<file path="src/rtl/qkv_pkg.sv">
// Shared constants, FSM state type and saturation helper for the
// time-multiplexed Q/K/V projection sequencer.
package qkv_pkg;

    // Geometry of one projection job
    localparam int N_IN  = 16;   // input elements per vector
    localparam int N_OUT = 6;    // output elements per matrix
    localparam int N_MAT = 3;    // Q, K, V
    localparam int DW    = 16;   // element and weight width (signed)
    localparam int ACC_W = 40;   // accumulator width
    localparam int OUT_W = 32;   // saturated output width

    // Total number of weight fetches per job (3 * 6 * 16)
    localparam int N_WEIGHTS = N_MAT * N_OUT * N_IN;
    localparam logic [8:0] LAST_ADDR = 9'(N_WEIGHTS - 1);

    // Matrix indices as used in the weight address and overflow bits
    localparam logic [1:0] Q = 2'd0;
    localparam logic [1:0] K = 2'd1;
    localparam logic [1:0] V = 2'd2;

    // Last column / row indices of the address walk
    localparam logic [3:0] LAST_COL = 4'(N_IN - 1);
    localparam logic [2:0] LAST_ROW = 3'(N_OUT - 1);

    // Signed 32-bit limits expressed at accumulator width
    localparam logic signed [ACC_W-1:0] SAT_MAX = 40'sh00_7FFF_FFFF;
    localparam logic signed [ACC_W-1:0] SAT_MIN = 40'shFF_8000_0000;

    typedef enum logic [1:0] {
        S_IDLE  = 2'd0,
        S_RUN   = 2'd1,
        S_DRAIN = 2'd2,
        S_DONE  = 2'd3
    } state_t;

    typedef struct packed {
        logic [OUT_W-1:0] value;
        logic             ovf;
    } sat_t;

    // Clamp a 40-bit signed sum into the signed 32-bit range; ovf flags a clamp
    function automatic sat_t sat32(input logic signed [ACC_W-1:0] sum);
        sat_t r;
        if (sum > SAT_MAX) begin
            r.value = 32'h7FFF_FFFF;
            r.ovf   = 1'b1;
        end else if (sum < SAT_MIN) begin
            r.value = 32'h8000_0000;
            r.ovf   = 1'b1;
        end else begin
            r.value = sum[OUT_W-1:0];
            r.ovf   = 1'b0;
        end
        return r;
    endfunction

endpackage

</file>
<file path="src/rtl/qkv_mac_unit.sv">
// Single 16x16 signed multiply-accumulate with saturation. Runs one cycle
// behind the weight address stream: the issue tags are registered so they
// line up with w_rdata returned by the synchronous weight memory.
module qkv_mac_unit
    import qkv_pkg::*;
(
    input  logic                  clk,
    input  logic                  rst,
    input  logic                  clear,
    input  logic                  issue,
    input  logic [1:0]            issue_mat,
    input  logic [2:0]            issue_row,
    input  logic [3:0]            issue_col,
    input  logic [N_IN*DW-1:0]    x_vec,
    input  logic [DW-1:0]         w_rdata,
    output logic                  wr_en,
    output logic [1:0]            wr_mat,
    output logic [2:0]            wr_row,
    output logic [OUT_W-1:0]      wr_data,
    output logic                  wr_ovf
);

    logic                    valid_d;
    logic [1:0]              mat_d;
    logic [2:0]              row_d;
    logic [3:0]              col_d;
    logic signed [ACC_W-1:0] acc;

    logic [DW-1:0]           x_el;
    logic signed [2*DW-1:0]  w_ext;
    logic signed [2*DW-1:0]  x_ext;
    logic signed [2*DW-1:0]  prod;
    logic signed [ACC_W-1:0] prod_ext;
    logic signed [ACC_W-1:0] sum;
    sat_t                    sat;

    // Register the issue tags so they align with the returned weight
    always_ff @(posedge clk or posedge rst) begin
        if (rst) begin
            valid_d <= 1'b0;
            mat_d   <= 2'd0;
            row_d   <= 3'd0;
            col_d   <= 4'd0;
        end else begin
            valid_d <= issue;
            mat_d   <= issue_mat;
            row_d   <= issue_row;
            col_d   <= issue_col;
        end
    end

    // Multiply, then load (first column) or accumulate, then saturate
    always_comb begin
        // Element col_d lives at bits [16*col_d +: 16]; {col_d, 4'b0} is 16*col_d
        x_el     = x_vec[{col_d, 4'b0000} +: DW];
        w_ext    = {{DW{w_rdata[DW-1]}}, w_rdata};
        x_ext    = {{DW{x_el[DW-1]}}, x_el};
        prod     = w_ext * x_ext;
        prod_ext = {{(ACC_W-2*DW){prod[2*DW-1]}}, prod};
        sum      = (col_d == 4'd0) ? prod_ext : (acc + prod_ext);
        sat      = sat32(sum);
    end

    // Accumulator: cleared at job start, updated on every returned weight
    always_ff @(posedge clk or posedge rst) begin
        if (rst) begin
            acc <= '0;
        end else if (clear) begin
            acc <= '0;
        end else if (valid_d) begin
            acc <= sum;
        end
    end

    // A result is complete on the last column of each row
    always_comb begin
        wr_en   = valid_d && (col_d == LAST_COL);
        wr_mat  = mat_d;
        wr_row  = row_d;
        wr_data = sat.value;
        wr_ovf  = sat.ovf;
    end

endmodule

</file>
<file path="src/rtl/qkv_sequencer.sv">
// Time-multiplexed Q/K/V projection controller. Accepts one input vector,
// walks all 288 weights through a single MAC, and presents saturated
// Q/K/V vectors plus per-matrix overflow flags until the consumer takes them.
//
// Handshakes: a transfer happens on a rising edge where valid && ready are
// both high. in_ready is high only in IDLE (and never during reset);
// out_valid is high only in DONE and the results hold steady until
// out_ready is seen. in_valid outside IDLE is ignored, nothing is buffered.
module qkv_sequencer
    import qkv_pkg::*;
(
    input  logic                   clk,
    input  logic                   rst,
    input  logic                   in_valid,
    output logic                   in_ready,
    input  logic [N_IN*DW-1:0]     in_vector,
    output logic                   w_en,
    output logic [8:0]             w_addr,
    input  logic [DW-1:0]          w_rdata,
    output logic                   out_valid,
    input  logic                   out_ready,
    output logic [N_OUT*OUT_W-1:0] q_out,
    output logic [N_OUT*OUT_W-1:0] k_out,
    output logic [N_OUT*OUT_W-1:0] v_out,
    output logic [2:0]             overflow,
    output logic                   busy,
    output state_t                 fsm_state
);

    state_t state;
    state_t state_nx;

    logic accept;
    logic release_out;
    logic issue_last;

    logic [1:0]          mat_cnt;
    logic [2:0]          row_cnt;
    logic [3:0]          col_cnt;
    logic [N_IN*DW-1:0]  x_reg;

    logic                wr_en;
    logic [1:0]          wr_mat;
    logic [2:0]          wr_row;
    logic [OUT_W-1:0]    wr_data;
    logic                wr_ovf;
    logic [2:0]          ovf_set;

    logic [OUT_W-1:0]    res [N_MAT][N_OUT];

    // State register
    always_ff @(posedge clk or posedge rst) begin
        if (rst) begin
            state <= S_IDLE;
        end else begin
            state <= state_nx;
        end
    end

    // Next-state logic: fixed-length walk, then wait for the consumer
    always_comb begin
        state_nx = state;
        case (state)
            S_IDLE:  if (accept)      state_nx = S_RUN;
            S_RUN:   if (issue_last)  state_nx = S_DRAIN;
            S_DRAIN:                  state_nx = S_DONE;
            S_DONE:  if (release_out) state_nx = S_IDLE;
            default:                  state_nx = S_IDLE;
        endcase
    end

    // Output decode; in_ready is masked by rst so it reads low during reset
    always_comb begin
        in_ready    = (state == S_IDLE) && !rst;
        w_en        = (state == S_RUN);
        out_valid   = (state == S_DONE);
        busy        = (state != S_IDLE);
        accept      = in_valid && in_ready;
        release_out = out_valid && out_ready;
        issue_last  = w_en && (w_addr == LAST_ADDR);
        fsm_state   = state;
    end

    // Address walk: mat outer, row middle, col inner; w_addr holds outside RUN
    always_ff @(posedge clk or posedge rst) begin
        if (rst) begin
            w_addr  <= 9'd0;
            mat_cnt <= Q;
            row_cnt <= 3'd0;
            col_cnt <= 4'd0;
        end else if (accept) begin
            w_addr  <= 9'd0;
            mat_cnt <= Q;
            row_cnt <= 3'd0;
            col_cnt <= 4'd0;
        end else if (w_en && !issue_last) begin
            w_addr  <= w_addr + 9'd1;
            col_cnt <= col_cnt + 4'd1;
            if (col_cnt == LAST_COL) begin
                if (row_cnt == LAST_ROW) begin
                    row_cnt <= 3'd0;
                    mat_cnt <= mat_cnt + 2'd1;
                end else begin
                    row_cnt <= row_cnt + 3'd1;
                end
            end
        end
    end

    // Input latch: the vector is captured once at accept and held for the job
    always_ff @(posedge clk or posedge rst) begin
        if (rst) begin
            x_reg <= '0;
        end else if (accept) begin
            x_reg <= in_vector;
        end
    end

    qkv_mac_unit u_mac (
        .clk       (clk),
        .rst       (rst),
        .clear     (accept),
        .issue     (w_en),
        .issue_mat (mat_cnt),
        .issue_row (row_cnt),
        .issue_col (col_cnt),
        .x_vec     (x_reg),
        .w_rdata   (w_rdata),
        .wr_en     (wr_en),
        .wr_mat    (wr_mat),
        .wr_row    (wr_row),
        .wr_data   (wr_data),
        .wr_ovf    (wr_ovf)
    );

    // One-hot overflow contribution of the row being written
    always_comb begin
        ovf_set = '0;
        if (wr_en && wr_ovf) begin
            ovf_set = 3'b001 << wr_mat;
        end
    end

    // Sticky per-job overflow flags, cleared when a new vector is accepted
    always_ff @(posedge clk or posedge rst) begin
        if (rst) begin
            overflow <= 3'b000;
        end else if (accept) begin
            overflow <= 3'b000;
        end else begin
            overflow <= overflow | ovf_set;
        end
    end

    // Result registers: each element is written once, on its last column
    always_ff @(posedge clk or posedge rst) begin
        if (rst) begin
            for (int m = 0; m < N_MAT; m++) begin
                for (int j = 0; j < N_OUT; j++) begin
                    res[m][j] <= '0;
                end
            end
        end else if (wr_en) begin
            res[wr_mat][wr_row] <= wr_data;
        end
    end

    // Pack result registers onto the flat output buses
    always_comb begin
        q_out = '0;
        k_out = '0;
        v_out = '0;
        for (int j = 0; j < N_OUT; j++) begin
            q_out[j*OUT_W +: OUT_W] = res[Q][j];
            k_out[j*OUT_W +: OUT_W] = res[K][j];
            v_out[j*OUT_W +: OUT_W] = res[V][j];
        end
    end

endmodule

</file>
<file path="config.mk">
export PLATFORM = sky130hd
export DESIGN_NAME = qkv_sequencer
export DESIGN_NICKNAME = d
export VERILOG_FILES = /design/src/rtl/qkv_pkg.sv /design/src/rtl/qkv_mac_unit.sv /design/src/rtl/qkv_sequencer.sv
export SDC_FILE = /design/constraint.sdc
export NUM_CORES = 2
export LEC_CHECK = 0
export BUFFER_PORTS_ARGS = -buffer_cell sky130_fd_sc_hd__buf_2
export CORE_ASPECT_RATIO = 2
export CORE_MARGIN = 2
export CORE_UTILIZATION = 35
export DETAILED_ROUTE_END_ITERATION = 10
export PLACE_DENSITY = 0.51
export SYNTH_ARGS = -nofsm -noshare
export SYNTH_HDL_FRONTEND = slang
export SYNTH_SLANG_ARGS = --single-unit
</file>
<file path="constraint.sdc">
create_clock -name clk -period 33.3 [get_ports clk]
set_clock_uncertainty 0.1 [all_clocks]
set_input_delay 4.995 -clock clk [delete_from_list [all_inputs] [get_ports clk]]
set_output_delay 4.995 -clock clk [all_outputs]
set_load 0.1 [all_outputs]
</file>
==> results by group <==
Drt
  – Vias per cell: ~5.1
  – Drt wl/cell: roughly 25 um
  – Antenna Violating Nets Remaining: 0
  – DRT iter0 DRCs: around 2300
  – Detailed-route DRC error count: 0
  – Via count: 38400
  – Pre-Repair DR Iteration Count: 5
  – Routed WL: 188 mm

Final layout
  – Largest register FFs: approximately 260
  – Commonest non-fill, non-tap cell in the layout: nand2_1
  – Layout cells sized above 1: around a fifth
  – Area Growth Syn to Fin: 18.6%
  – Most frequent cells in the layout: nand2_1, dfrtp_1, buf_2, o21ai_0, inv_1
  – Post-Layout Inst Area: 57100 um^2
  – # nets final: around 6400

Yosys
  – Syn Nets: 5674
  – Average cell area after synthesis: between 9 and 10 um^2
  – EDFF count, synth: 0
  – Dominant synthesized flop cell: dfrtp_1
  – Cell count after synthesis: 5004
  – Post-synthesis sequential area ratio: about 47%
  – Synthesized area: a little under 50000 um^2
  – Post-synthesis cell type count: 79
  – Synth async-reset ratio: between 90% and 100%
  – Yosys warns: 0
  – Register bit total from synthesis: ~910

Die
  – Io pins: 870
  – Core area: 137000 um^2
  – Starting Density: 35.2%
  – Die Ht: approximately 530 um
  – Row count: around 190
  – Die ar.: roughly 140000 um^2
  – Die X: about 270 um

Run status
  – Status: complete, no violations

Critical path
  – Endpoint class of the critical path: register
  – Reg-to-reg endpoint: v_out[89]$_DFFE_PP0P_
  – Crit path kind: input port to register
  – Crit path max fanout: 18
  – Depth of the most critical reg-to-reg path: 36
  – Critical path data required time: 33.74 ns
  – Crit path launch: w_rdata[7]
  – R2R setup slack: around 19 ns
  – Crit path DAT: between 15 and 20 ns
  – Critical Path Most Common Cell: fa_1
  – Crit-path max cell delay: 1.02 ns
  – Startpoint Class: input port
  – Slowest cell on the critical path: a21oi_4
  – RR Startpoint: u_mac.col_d[0]$_DFF_PP0_
  – CP endpoint: v_out[89]$_DFFE_PP0P_

CTS
  – Clock Sinks: between 900 and 1000
  – CTS tree: yes
  – Max clock buf depth: 3
  – Clock-pin slew on the worst setup and hold paths: approximately 0.070 ns
  – Clk Latency, worst-skew pair: 0.72 ns
  – Htree depth: 3
  – # resized after CTS: 0
  – Postcts setup bufs: 0
  – CTS Hold Bufs: 0
  – Clock Root Buffer: clkbuf_16
  – Total CTS buffers: between 80 and 90

Placed design
  – Final GP Congestion: slightly above 0.9
  – DP HPWL: ~140 mm
  – Placed inst area: ~54000 um^2
  – Port buffer count: between 800 and 900

Timing
  – Setup_tns: 0 ns
  – Fmax: about 63 MHz
  – Final Hold Viols: 0
  – Final Slew Violations: 0
  – Crit path time final: about 16 ns
  – Max_slew headroom: 16.1%
  – Number of setup violations in the final report: 0
  – RSZ-0062 raised after global routing: no
  – Worst-margin pin slew: ~1.3 ns
  – Final worst path period share: about 47%

Global routing
  – GRT busiest layer: met2
  – Global route overflow: 0
  – Gr usage total: between 20% and 30%
  – Global-route wire length before repair: 277 mm
  – Met1 usage: a little under 30%
  – Largest net degree at the start of global routing: approximately 180
  – Vias in the first global route: 40800
  – Initial antenna violation count: slightly above 50
  – M2 GR Usage: between 40% and 50%
  – Met3 Usage GRT: under 10%

Worst hold path
  – Hold Crit Class: register to register
  – Hold path start: mat_cnt[1]$_DFFE_PP0P_

Flow run
  – Number of max-cap violations: 0
==> routing by layer <==
layer  routed length [um]  vias to the layer above  part of all wire [%]
li1                     -                    17600                     -
met1                67900                    19100                    36
met2                95800                     1221                    51
met3                14000                      391                   7.4
met4                 9610                       40                   5.1
met5                  267                        -                  0.14
==> final cells by class <==
| cell class | instances | area, um^2 |
|---|---|---|
| Antenna cell | 21 | 52.6 |
| Clock buffer | 116 | 2410 |
| Fill cell | 13600 | 79600 |
| Sequential cell | 905 | 22700 |
| Tap cell | 1746 | 2180 |
| Inverter | 318 | 1200 |
| Timing Repair Buffer | 935 | 4870 |
| Multi-Input combinational cell | 3476 | 23200 |
| Clock inverter | 44 | 566 |
==> worst min-delay path by stage <==
stage | to | slack (ns) | depth (start not counted)
floorplan | u_mac.wr_mat[1]$_DFF_PP0_ | 0.27 | 0
global placement | u_mac.wr_mat[1]$_DFF_PP0_ | 0.28 | 0
detailed placement | u_mac.wr_mat[1]$_DFF_PP0_ | 0.29 | 0
CTS | u_mac.wr_mat[1]$_DFF_PP0_ | 0.30 | 0
global route | u_mac.wr_mat[1]$_DFF_PP0_ | 0.31 | 0
finish | u_mac.wr_mat[1]$_DFF_PP0_ | 0.30 | 0
==> logic make-up (layout without fill, tap and decap cells) <==
group	Yosys count	in the layout	share of synthesized area [%]
AOI/OAI and AO/OA	920	920	10.8
xor gates and xnor gates	77	77	1.46
adders and majority gates	394	394	14.3
buffers and inverters	623	1413	5.10
DFF	905	905	47.0
muxes	104	104	4.23
other	0	21	0
and+or+nand+nor	1981	1981	17.0
==> critical path: cells and delay by family <==
family | cells | cell delay (ns)
AND/OR/NAND/NOR | 3 | 1.04
buffers and inverters | 5 | 0.46
XOR/XNOR | 2 | 0.82
adder cells (fa/ha/maj) | 8 | 3.92
AO/OA/AOI/OAI | 15 | 4.96
==> cells in the mapped netlist, types with 8 or more instances <==
cell / instances / area (um^2)
fa_1: 263 / 5270
buf_4: 8 / 60.1
o211ai_1: 11 / 82.6
ha_1: 131 / 1640
a21o_1: 33 / 248
buf_1: 15 / 56.3
nand2b_1: 11 / 68.8
nor2_4: 8 / 90.1
clkbuf_2: 19 / 95.1
xor2_1: 30 / 263
o21a_1: 10 / 75.1
nor3_1: 23 / 115
xnor2_1: 45 / 394
mux4_2: 79 / 1780
nand3_1: 20 / 100
nor2b_1: 12 / 75.1
o21bai_1: 9 / 67.6
nand2_1: 1445 / 5420
nor2_1: 241 / 905
buf_2: 19 / 95.1
and3_1: 11 / 68.8
clkbuf_1: 240 / 901
mux2i_1: 20 / 200
a21oi_1: 215 / 1080
nand4_1: 23 / 144
and2_1: 148 / 926
o21ai_4: 9 / 146
dfrtp_1: 905 / 22600
inv_1: 318 / 1190
a31oi_1: 14 / 87.6
a211oi_1: 29 / 218
o21ai_0: 528 / 2640
==> per-stage QoR <==
step           setup slack (ns)  hold WS [ns]  std cells  util [%]
2_1_floorplan              2.75         0.272       5004         -
3_3_place_gp              16.97         0.280       7380      39.6
3_5_place_dp              16.98         0.290       7380      39.6
4_1_cts                   17.69         0.300       7540      41.8
5_1_grt                   16.97         0.311       7552      41.8
6_report                  17.52         0.298       7561      41.8
Power is left out: the tool's default activity adds up to more than one toggle a clock period on the data nets, which glitch-free logic cannot reach.
